==> src/rtl/uart_pkg.sv <==
// ---------------------------------------------------------------------------
// uart_pkg
// Shared definitions for the UART transmit arbiter slice.
//   - arb_state_t      : 3-bit encoded arbiter FSM states
//   - IDLE_BYTE        : value parked on data_out after reset
//   - ACK_TIMEOUT_DEFAULT : default busy-handshake timeout in cycles
//   - GRANT_* constants: one-hot grant codes (00 = nobody owns the UART)
//   - favour_after()   : round-robin pointer value once a packet is retired
// ---------------------------------------------------------------------------
package uart_pkg;

    typedef enum logic [2:0] {
        IDLE      = 3'd0,
        LOAD      = 3'd1,
        WAIT_BUSY = 3'd2,
        WAIT_DONE = 3'd3,
        NEXT      = 3'd4
    } arb_state_t;

    localparam logic [7:0] IDLE_BYTE           = 8'hFF;
    localparam int         ACK_TIMEOUT_DEFAULT = 1024;

    localparam logic [1:0] GRANT_NONE = 2'b00;
    localparam logic [1:0] GRANT_S0   = 2'b01;
    localparam logic [1:0] GRANT_S1   = 2'b10;

    // The pointer is a single bit: 0 favours source 0, 1 favours source 1.
    // Once a packet from a source is retired, the other source becomes the
    // favoured one, so the new pointer is simply "was it source 0".
    function automatic logic favour_after(input logic [1:0] served);
        return served[0];
    endfunction

endpackage

==> src/rtl/uart_tx_arbiter_if.sv <==
// ---------------------------------------------------------------------------
// uart_tx_arbiter_if
// Bundles the two byte-stream sources and the UART transmitter handshake
// seen by the arbiter.
//   s0_valid/s0_data/s0_last/s0_ready : source 0 (image stream)
//   s1_valid/s1_data/s1_last/s1_ready : source 1 (status/debug)
//   data_out/tx_req/tx_busy           : transmitter byte + request/busy
//   grant                             : one-hot owner, 00 = none
//   err_timeout                       : pulse when tx_busy never rose
// Modports:
//   master : the arbiter (drives ready, data_out, tx_req, grant, err)
//   slave  : the surrounding system (sources and transmitter)
// ---------------------------------------------------------------------------
interface uart_tx_arbiter_if;

    logic       s0_valid;
    logic [7:0] s0_data;
    logic       s0_last;
    logic       s0_ready;

    logic       s1_valid;
    logic [7:0] s1_data;
    logic       s1_last;
    logic       s1_ready;

    logic [7:0] data_out;
    logic       tx_req;
    logic       tx_busy;
    logic [1:0] grant;
    logic       err_timeout;

    modport master (
        input  s0_valid, s0_data, s0_last,
        input  s1_valid, s1_data, s1_last,
        input  tx_busy,
        output s0_ready, s1_ready,
        output data_out, tx_req, grant, err_timeout
    );

    modport slave (
        output s0_valid, s0_data, s0_last,
        output s1_valid, s1_data, s1_last,
        output tx_busy,
        input  s0_ready, s1_ready,
        input  data_out, tx_req, grant, err_timeout
    );

endinterface

==> src/rtl/rr_pick2.sv <==
// ---------------------------------------------------------------------------
// rr_pick2
// Combinational two-way round-robin pick.
//   valid[1:0] : request from source 1 / source 0
//   pointer    : 0 favours source 0, 1 favours source 1 on a tie
//   winner[1:0]: one-hot winner, 00 when nobody requests
// ---------------------------------------------------------------------------
module rr_pick2 (
    input  logic [1:0] valid,
    input  logic       pointer,
    output logic [1:0] winner
);

    // A lone requester always wins; the pointer only matters on a tie.
    always_comb begin
        winner = 2'b00;
        case (valid)
            2'b01:   winner = 2'b01;
            2'b10:   winner = 2'b10;
            2'b11:   winner = pointer ? 2'b10 : 2'b01;
            default: winner = 2'b00;
        endcase
    end

endmodule

==> src/rtl/uart_tx_arbiter.sv <==
// ---------------------------------------------------------------------------
// uart_tx_arbiter
// Shares one UART transmitter between two byte-stream sources. Ownership
// is decided per packet with a round-robin pointer and held until the
// packet's last byte has been transmitted (or the handshake times out).
// Each byte goes through LOAD -> WAIT_BUSY -> WAIT_DONE; multi-byte packets
// park in NEXT between bytes waiting for the owner to present more data.
//
// Parameters:
//   ACK_TIMEOUT : cycles allowed for tx_busy to rise after tx_req rises
// Ports:
//   SYS_CLK : sole clock, rising edge
//   RST     : synchronous, active-high reset
//   bus     : uart_tx_arbiter_if.master (sources + transmitter handshake)
// ---------------------------------------------------------------------------
module uart_tx_arbiter
    import uart_pkg::*;
#(
    parameter int ACK_TIMEOUT = ACK_TIMEOUT_DEFAULT
) (
    input  logic                   SYS_CLK,
    input  logic                   RST,
    uart_tx_arbiter_if.master      bus
);

    // One extra bit over log2 so the compare value fits without wrapping.
    localparam int                 CNT_W    = $clog2(ACK_TIMEOUT) + 1;
    localparam logic [CNT_W-1:0]   CNT_LAST = CNT_W'(ACK_TIMEOUT - 1);

    arb_state_t         state_q;
    logic [1:0]         grant_q;
    logic               ptr_q;
    logic               last_q;
    logic [CNT_W-1:0]   cnt_q;
    logic               tx_req_q;
    logic [7:0]         data_q;
    logic               rdy0_q;
    logic               rdy1_q;
    logic               err_q;

    logic [1:0]         winner;
    logic               sel_valid;
    logic [7:0]         sel_data;
    logic               sel_last;

    rr_pick2 u_pick (
        .valid   ({bus.s1_valid, bus.s0_valid}),
        .pointer (ptr_q),
        .winner  (winner)
    );

    // Steer the currently granted source onto a single set of signals so the
    // FSM does not care which source it is serving. With no grant the values
    // are don't-care; source 0 is returned simply as a fixed default.
    always_comb begin
        sel_valid = bus.s0_valid;
        sel_data  = bus.s0_data;
        sel_last  = bus.s0_last;
        if (grant_q[1]) begin
            sel_valid = bus.s1_valid;
            sel_data  = bus.s1_data;
            sel_last  = bus.s1_last;
        end
    end

    // Arbiter FSM with every output registered. Ready is raised on the edge
    // that enters LOAD so it is high exactly during the LOAD cycle, and the
    // byte is captured on the edge that leaves LOAD. A reset wipes any byte
    // in flight without producing a ready or error pulse.
    always_ff @(posedge SYS_CLK) begin
        if (RST) begin
            state_q  <= IDLE;
            grant_q  <= GRANT_NONE;
            ptr_q    <= 1'b0;
            last_q   <= 1'b0;
            cnt_q    <= '0;
            tx_req_q <= 1'b0;
            data_q   <= IDLE_BYTE;
            rdy0_q   <= 1'b0;
            rdy1_q   <= 1'b0;
            err_q    <= 1'b0;
        end else begin
            rdy0_q <= 1'b0;
            rdy1_q <= 1'b0;
            err_q  <= 1'b0;

            case (state_q)
                IDLE: begin
                    if (|winner) begin
                        grant_q <= winner;
                        rdy0_q  <= winner[0];
                        rdy1_q  <= winner[1];
                        state_q <= LOAD;
                    end
                end

                LOAD: begin
                    data_q   <= sel_data;
                    last_q   <= sel_last;
                    tx_req_q <= 1'b1;
                    cnt_q    <= '0;
                    state_q  <= WAIT_BUSY;
                end

                // The counter holds the number of cycles already spent
                // waiting, so hitting ACK_TIMEOUT-1 here means tx_req has been
                // high for ACK_TIMEOUT cycles by the time it drops.
                WAIT_BUSY: begin
                    if (bus.tx_busy) begin
                        tx_req_q <= 1'b0;
                        state_q  <= WAIT_DONE;
                    end else if (cnt_q == CNT_LAST) begin
                        tx_req_q <= 1'b0;
                        err_q    <= 1'b1;
                        grant_q  <= GRANT_NONE;
                        ptr_q    <= favour_after(grant_q);
                        state_q  <= IDLE;
                    end else begin
                        cnt_q <= cnt_q + CNT_W'(1);
                    end
                end

                WAIT_DONE: begin
                    if (!bus.tx_busy) begin
                        if (last_q) begin
                            grant_q <= GRANT_NONE;
                            ptr_q   <= favour_after(grant_q);
                            state_q <= IDLE;
                        end else begin
                            state_q <= NEXT;
                        end
                    end
                end

                // Mid-packet: only the owner can move us on, the other
                // source is ignored however long this takes.
                NEXT: begin
                    if (sel_valid) begin
                        rdy0_q  <= grant_q[0];
                        rdy1_q  <= grant_q[1];
                        state_q <= LOAD;
                    end
                end

                default: begin
                    tx_req_q <= 1'b0;
                    grant_q  <= GRANT_NONE;
                    state_q  <= IDLE;
                end
            endcase
        end
    end

    assign bus.s0_ready    = rdy0_q;
    assign bus.s1_ready    = rdy1_q;
    assign bus.data_out    = data_q;
    assign bus.tx_req      = tx_req_q;
    assign bus.grant       = grant_q;
    assign bus.err_timeout = err_q;

endmodule

==> src/flat_wrapper.sv <==
// flat-port wrapper written by rule: the top's interface ports become plain ports
module uart_tx_arbiter_flat import uart_pkg::*;
#(
    parameter int ACK_TIMEOUT = ACK_TIMEOUT_DEFAULT
)
  (SYS_CLK, RST, bus_s0_valid, bus_s0_data, bus_s0_last, bus_s1_valid, bus_s1_data, bus_s1_last, bus_tx_busy, bus_s0_ready, bus_s1_ready, bus_data_out, bus_tx_req, bus_grant, bus_err_timeout);
  uart_tx_arbiter_if bus_i ();
  input  logic SYS_CLK;
  input  logic RST;
  input wire logic [$bits(bus_i.s0_valid)-1:0] bus_s0_valid;
  input wire logic [$bits(bus_i.s0_data)-1:0] bus_s0_data;
  input wire logic [$bits(bus_i.s0_last)-1:0] bus_s0_last;
  input wire logic [$bits(bus_i.s1_valid)-1:0] bus_s1_valid;
  input wire logic [$bits(bus_i.s1_data)-1:0] bus_s1_data;
  input wire logic [$bits(bus_i.s1_last)-1:0] bus_s1_last;
  input wire logic [$bits(bus_i.tx_busy)-1:0] bus_tx_busy;
  output wire logic [$bits(bus_i.s0_ready)-1:0] bus_s0_ready;
  output wire logic [$bits(bus_i.s1_ready)-1:0] bus_s1_ready;
  output wire logic [$bits(bus_i.data_out)-1:0] bus_data_out;
  output wire logic [$bits(bus_i.tx_req)-1:0] bus_tx_req;
  output wire logic [$bits(bus_i.grant)-1:0] bus_grant;
  output wire logic [$bits(bus_i.err_timeout)-1:0] bus_err_timeout;
  assign bus_i.s0_valid = bus_s0_valid;
  assign bus_i.s0_data = bus_s0_data;
  assign bus_i.s0_last = bus_s0_last;
  assign bus_i.s1_valid = bus_s1_valid;
  assign bus_i.s1_data = bus_s1_data;
  assign bus_i.s1_last = bus_s1_last;
  assign bus_i.tx_busy = bus_tx_busy;
  assign bus_s0_ready = bus_i.s0_ready;
  assign bus_s1_ready = bus_i.s1_ready;
  assign bus_data_out = bus_i.data_out;
  assign bus_tx_req = bus_i.tx_req;
  assign bus_grant = bus_i.grant;
  assign bus_err_timeout = bus_i.err_timeout;
  uart_tx_arbiter #(.ACK_TIMEOUT(ACK_TIMEOUT)) u_core (.SYS_CLK(SYS_CLK), .RST(RST), .bus(bus_i));
endmodule
==> config.mk <==
export PLATFORM = sky130hd
export DESIGN_NAME = uart_tx_arbiter_flat
export DESIGN_NICKNAME = d
export VERILOG_FILES = /design/src/rtl/uart_pkg.sv /design/src/rtl/uart_tx_arbiter_if.sv /design/src/rtl/rr_pick2.sv /design/src/rtl/uart_tx_arbiter.sv /design/src/flat_wrapper.sv
export SDC_FILE = /design/constraint.sdc
export NUM_CORES = 1
export LEC_CHECK = 0
export CORE_MARGIN = 2
export CORE_UTILIZATION = 52
export DETAILED_ROUTE_END_ITERATION = 12
export PLACE_DENSITY = 0.83
export SYNTH_ARGS = -nofsm -noshare
export SYNTH_HDL_FRONTEND = slang
export SYNTH_SLANG_ARGS = --single-unit
==> constraint.sdc <==
create_clock -name SYS_CLK -period 2.7 [get_ports SYS_CLK]
set_input_delay 0.54 -clock SYS_CLK [delete_from_list [all_inputs] [get_ports SYS_CLK]]
set_output_delay 0.54 -clock SYS_CLK [all_outputs]
set_load 0.005 [all_outputs]
## After elaboration in Yosys (flattened, before gate mapping)

Index checks and enable logic that the tools add are counted.

- Output and inout bits: 14
- Bits of input ports: 23
- Latch bits: 0
- ROM bits: 0
- Bits in writable memories: 0
- Memories kept: 0
- Register bits: 30

- Multipliers: 0
- Bitwise logic cells: 3
- Add/subtract/negate cells: 1
- Muxes and demuxes: 36
- $lt $le $gt $ge: 0
- Shifts and indexed selects: 0
- Reductions and logical operators: 12
- Divide/modulo/power cells: 0
- Eq/ne operators: 16

Operators by type and width:

| operator | number |
|---|---|
| 11-bit 2-to-1 mux | 2 |
| 11-bit case mux with 2 select lines | 1 |
| 3-bit 2-to-1 mux | 6 |
| 3-bit case mux with 5 select lines | 1 |
| 1-bit 2-to-1 mux | 13 |
| 2-bit 2-to-1 mux | 6 |
| 11-bit by 1-bit adder with 11-bit output, second input constant | 1 |
| 11-bit by 10-bit equality test with 1-bit output, second input constant | 1 |
| 8-bit 2-to-1 mux | 1 |
| 2-bit by 1-bit inequality test with 1-bit output, second input constant | 4 |
| 2-bit case mux with 4 select lines | 1 |
| 3-bit by 2-bit equality test with 1-bit output, second input constant | 2 |
| 2-bit inequality test, second input constant | 3 |
| 1-bit case mux with 2 select lines | 3 |
| 2-bit case mux with 3 select lines | 1 |
| 6-bit AND reduction | 1 |
| 3-bit OR reduction | 2 |
| 5-bit AND reduction | 1 |
| 2-bit equality test, second input constant | 2 |
| 4-bit AND reduction | 1 |
| 2-bit nonzero test | 2 |
| 2-bit OR reduction | 2 |
| 3-bit by 1-bit equality test with 1-bit output, second input constant | 1 |
| 3-bit equality test, second input constant | 1 |
| other kinds (7) | 9 |

## Depth between registers and ports, before layout

- Word-level depth: 5
- Mapped depth: 6

## Modules after synthesis

A second synthesis with hierarchy kept.

- Cells, all modules: 185
- Area, all modules: 1600.3 sq um

Modules (own cells, without submodules):

| module | sequential area each (sq um) | area each (sq um) | times used | cells each |
|---|---|---|---|---|
| uart_tx_arbiter | 600.6 | 1581.5 | 1 | 182 |
| rr_pick2 | 0.0 | 18.8 | 1 | 3 |

## Least setup slack after synthesis

No wires, ideal clock.

- Path kind: reg-to-reg
- Start: reg u_core.cnt_q[0]
- End: reg u_core.grant_q[1] (netlist: u_core.bus.grant[1])
- Library setup time: 0.125 ns
- Slack: 0.927 ns
- Arrival: 1.648 ns
- Stages on the path, launching flop included: 7
- Required time: 2.575 ns
- Path buffers: 1
- Cells stage by stage: dfxtp_1 > ha_1 > nand3_1 > or4_1 > buf_2 > o2111ai_1 > nand3_1

- Longest elaborated chain between the ends: 3

RTL lines:

| what | line | text |
|---|---|---|
| start: declaration | uart_tx_arbiter.sv:34 | `logic [CNT_W-1:0] cnt_q;` |
| start signal: assignment | uart_tx_arbiter.sv:119 | `cnt_q <= cnt_q + CNT_W'(1);` |
| 11-bit by 10-bit equality test with 1-bit output | uart_tx_arbiter.sv:112 | `end else if (cnt_q == CNT_LAST) begin` |
| 2-bit by 1-bit inequality test with 1-bit output (no line) | - |  |
| 6-bit AND reduction (no line) | - |  |
| end signal: assignment | uart_tx_arbiter.sv:90 | `grant_q <= winner;` |
| end: declaration | uart_tx_arbiter.sv:31 | `logic [1:0] grant_q;` |

No other way between the ends.
A chain may end at the register's enable or synchronous reset.

## Final worst setup path

- Start: reg u_core.cnt_q[0]
- End: reg u_core.grant_q[0] (netlist: u_core.bus.grant[0])

Same word-level chain as after synthesis.

==> metrics.txt <==
Crit Path Max Fanout 12; mapped cell area 1539 sq um; Tcrit/Tclk final about 83%; DRT antenna net count 0; Clock transition at path regs around 0.09 ns; RSZ-0062 raised after global routing false; Post-CTS Setup Repair Bufs 0; Int Pwr roughly 730 uW; #FFs+latches synth 30; syn_area_per_cell between 8 and 9 sq um; Reg2Reg Depth 5; hold bufs inserted after CTS 0; final setup TNS 0 ns; CTS buffer count 5; CTS Buffer Depth 2; commonest cells in the synthesized netlist 30 x dfxtp_1, 20 x nand2_1, 13 x a31oi_1; Max Cap Viol 0; DRT met1 WL around 1600 microns; Sw Share about 29%; Pleak just over 0.0007 uW; Relative slew margins 65.40%; site row count 19; Final WS setup ~0.45 ns; slowest stage delay, CP approximately 0.79 ns; Worst Max-Slew Pin Slew between 0.5 and 0.6 ns; Hold Slack 0.4728 ns; I/O pin count 37; die area 3411 sq um; met2 wire len approximately 1700 microns; DP HPWL roughly 2700 microns; clk sinks 30; flop2flop setup slack around 0.45 ns; final WL approximately 3700 microns; vias in the first global route approximately 1.4k; DRT Pass-1 Iters 4; Placed Cells around 250; Post-CTS Resized 0; sequential area share after synthesis 39.02%; largest cells by area after synthesis dfxtp_1 39%, mux2i_1 6.5%, a31oi_1 5.3%; most common cell in the netlist dfxtp_1; Synth Flop Type dfxtp_1; Synth async-reset ratio 0%; Clk Latency, worst-skew pair approximately 0.34 ns; Final Max Slew Viols 0; worst min path class flop to flop; diode count 0; crit path from u_core.cnt_q[0]$_SDFFE_PP0P_; Logic pwr share a little under a quarter; CTS tree done; wire per inst 14.37 microns; initial DRC count 69; Vias approximately 1.5k; fraction of final layout cells sized beyond drive strength 1 8.072%; CP required slightly below 3 ns; crit path capture u_core.bus.grant[0]$_SDFFE_PP0P_; DR vias/cell between 6 and 7; Synth top area share about two fifths; Max Fclk about 0.45 GHz; CP Class flop to flop; post-synth cell types 40; first-pass GRT wire length 6161 microns; peak supply drop 520.8 uV; Die Wd about 58 microns; Crit. End Element flop; Final nets roughly 250; Final min period 2.245 ns; area grow syn2layout 29.02%; Residual DRC 0; sequential share of power 49.5%; # setup viols final 0; largest net degree at the start of global routing 23; clock power share between 20% and 30%; CP max-delay cell or4_1; Chip Height ~60 microns; P_sw about 290 uW; Cells after Synth ~190; final instance count without filler cells ~250; starting density of the core 55.33%; critical path startpoint category flop; Cell Chain, Critical Path ha_1 -> nand3_1 -> or4_1 -> o21ai_0 -> a211oi_1; Worst path depth 5; Yosys top cell by area dfxtp_1; Port Buffer Count 36; DR WL met3 about 320 microns; Placer Congestion 0.9159; CTS H-tree depth 2; PwrDens approximately 510 nW/um^2; uppermost routed layer met4; Post-synth EDFFs 0; R2R Path End u_core.bus.grant[0]$_SDFFE_PP0P_; Placement Setup Slack between 0.3 and 0.4 ns; initial antenna violation count 0; total grt overflow 0; reg-to-reg startpoint u_core.cnt_q[0]$_SDFFE_PP0P_; Clock Skew 0.008136 ns; syn nets 209; core outline area between 2000 and 3000 sq um; status finished, final reports clean; Yosys Warn Count 0; Worst Path Arrival between 2 and 2.5 ns; Root Buffer clkbuf_4; CP Buf/Inv Count 0; Final Hold Viols 0; Top Family by Delay on Critical Path simple AND/OR/NAND/NOR gates; GRT Overall Usage a little under a quarter
sequential cells by signal, summed over array words and instances (netlist names):
name,count
u_core.cnt_q,11
u_core.bus.err_timeout,1
u_core.ptr_q,1
u_core.bus.tx_req,1
u_core.bus.data_out,8
u_core.bus.grant,2
u_core.bus.s0_ready,1
u_core.state_q,3
u_core.last_q,1
u_core.bus.s1_ready,1
placed cells by master, fill, tap and decap left out, types with 3 or more instances in the layout:
cell type,count
nand4_1,6
mux2i_1,10
or3_1,3
o21ai_0,9
a21oi_1,11
clkbuf_4,5
clkdlybuf4s50_1,36
nor3_1,5
nor2b_1,3
nand2_1,20
nand2b_1,5
a31oi_1,13
inv_1,6
o211ai_1,9
buf_4,5
nand3_1,5
nor2_1,12
dfxtp_1,30
power groups by stage:
stage / sequential (uW) / clock (uW) / combinational, uW
after floorplan: 503 / 0 / 142
after global placement: 513 / 0 / 230
after detailed placement: 515 / 0 / 237
after CTS: 505 / 283 / 239
after global routing: 511 / 314 / 262
final: 506 / 278 / 237
worst min path at each step:
stage                                              from                             to  slack, ns  cells past startpoint
after floorplan           u_core.cnt_q[10]$_SDFFE_PP0P_  u_core.cnt_q[10]$_SDFFE_PP0P_       0.43                      2
after global routing      u_core.cnt_q[10]$_SDFFE_PP0P_  u_core.cnt_q[10]$_SDFFE_PP0P_       0.49                      2
after detailed placement  u_core.cnt_q[10]$_SDFFE_PP0P_  u_core.cnt_q[10]$_SDFFE_PP0P_       0.46                      2
after CTS                 u_core.cnt_q[10]$_SDFFE_PP0P_  u_core.cnt_q[10]$_SDFFE_PP0P_       0.47                      2
after global placement    u_core.cnt_q[10]$_SDFFE_PP0P_  u_core.cnt_q[10]$_SDFFE_PP0P_       0.45                      2
final                     u_core.cnt_q[10]$_SDFFE_PP0P_  u_core.cnt_q[10]$_SDFFE_PP0P_       0.47                      2
layout make-up:
class,instances,area [sq um]
clock buffers,7,55.05
flip-flops and latches,30,600.6
fillers,215,795.8
inverters,6,22.52
repair buffers,41,397.9
well taps,31,38.79
clock inverters,1,5.005
multi-input cells,138,865.8
cells by family (layout without fill, tap and decap cells):
kind of cell	after synthesis	in the layout	synth area share [%]
fa+ha+maj	1	1	0.8129
mux	10	10	6.504
compound gates	52	52	21.79
buf+inv	17	55	4.715
flops	30	30	39.02
simple gates	75	75	27.16
per-stage QoR:
stage | cell area [sq um] | total power [uW] | util (%)
after detailed placement | 1926 | 752.4 | 69.23
final | 1986 | 1021 | 71.39
after floorplan | 1539 | 644.8 | -
after global placement | 1926 | 743.9 | 69.23
after CTS | 1986 | 1026 | 71.39
after global routing | 1986 | 1087 | 71.39
worst reg2reg max path: cells and delay by family (launching register included):
kind | cells | cell delay [ns]
AOI/OAI and AO/OA | 2 | 0.47
DFF | 1 | 0.40
and+or+nand+nor | 2 | 1.01
adders and majority gates | 1 | 0.24
routing by layer:
metal / vias up / GRT usage [%]
met5: - / 0
met4: 0 / 9.302
met3: 8 / 10.77
met2: 62 / 36.28
met1: 693 / 29.04
li1: 769 / -
Power figures use the tool's default switching activity.
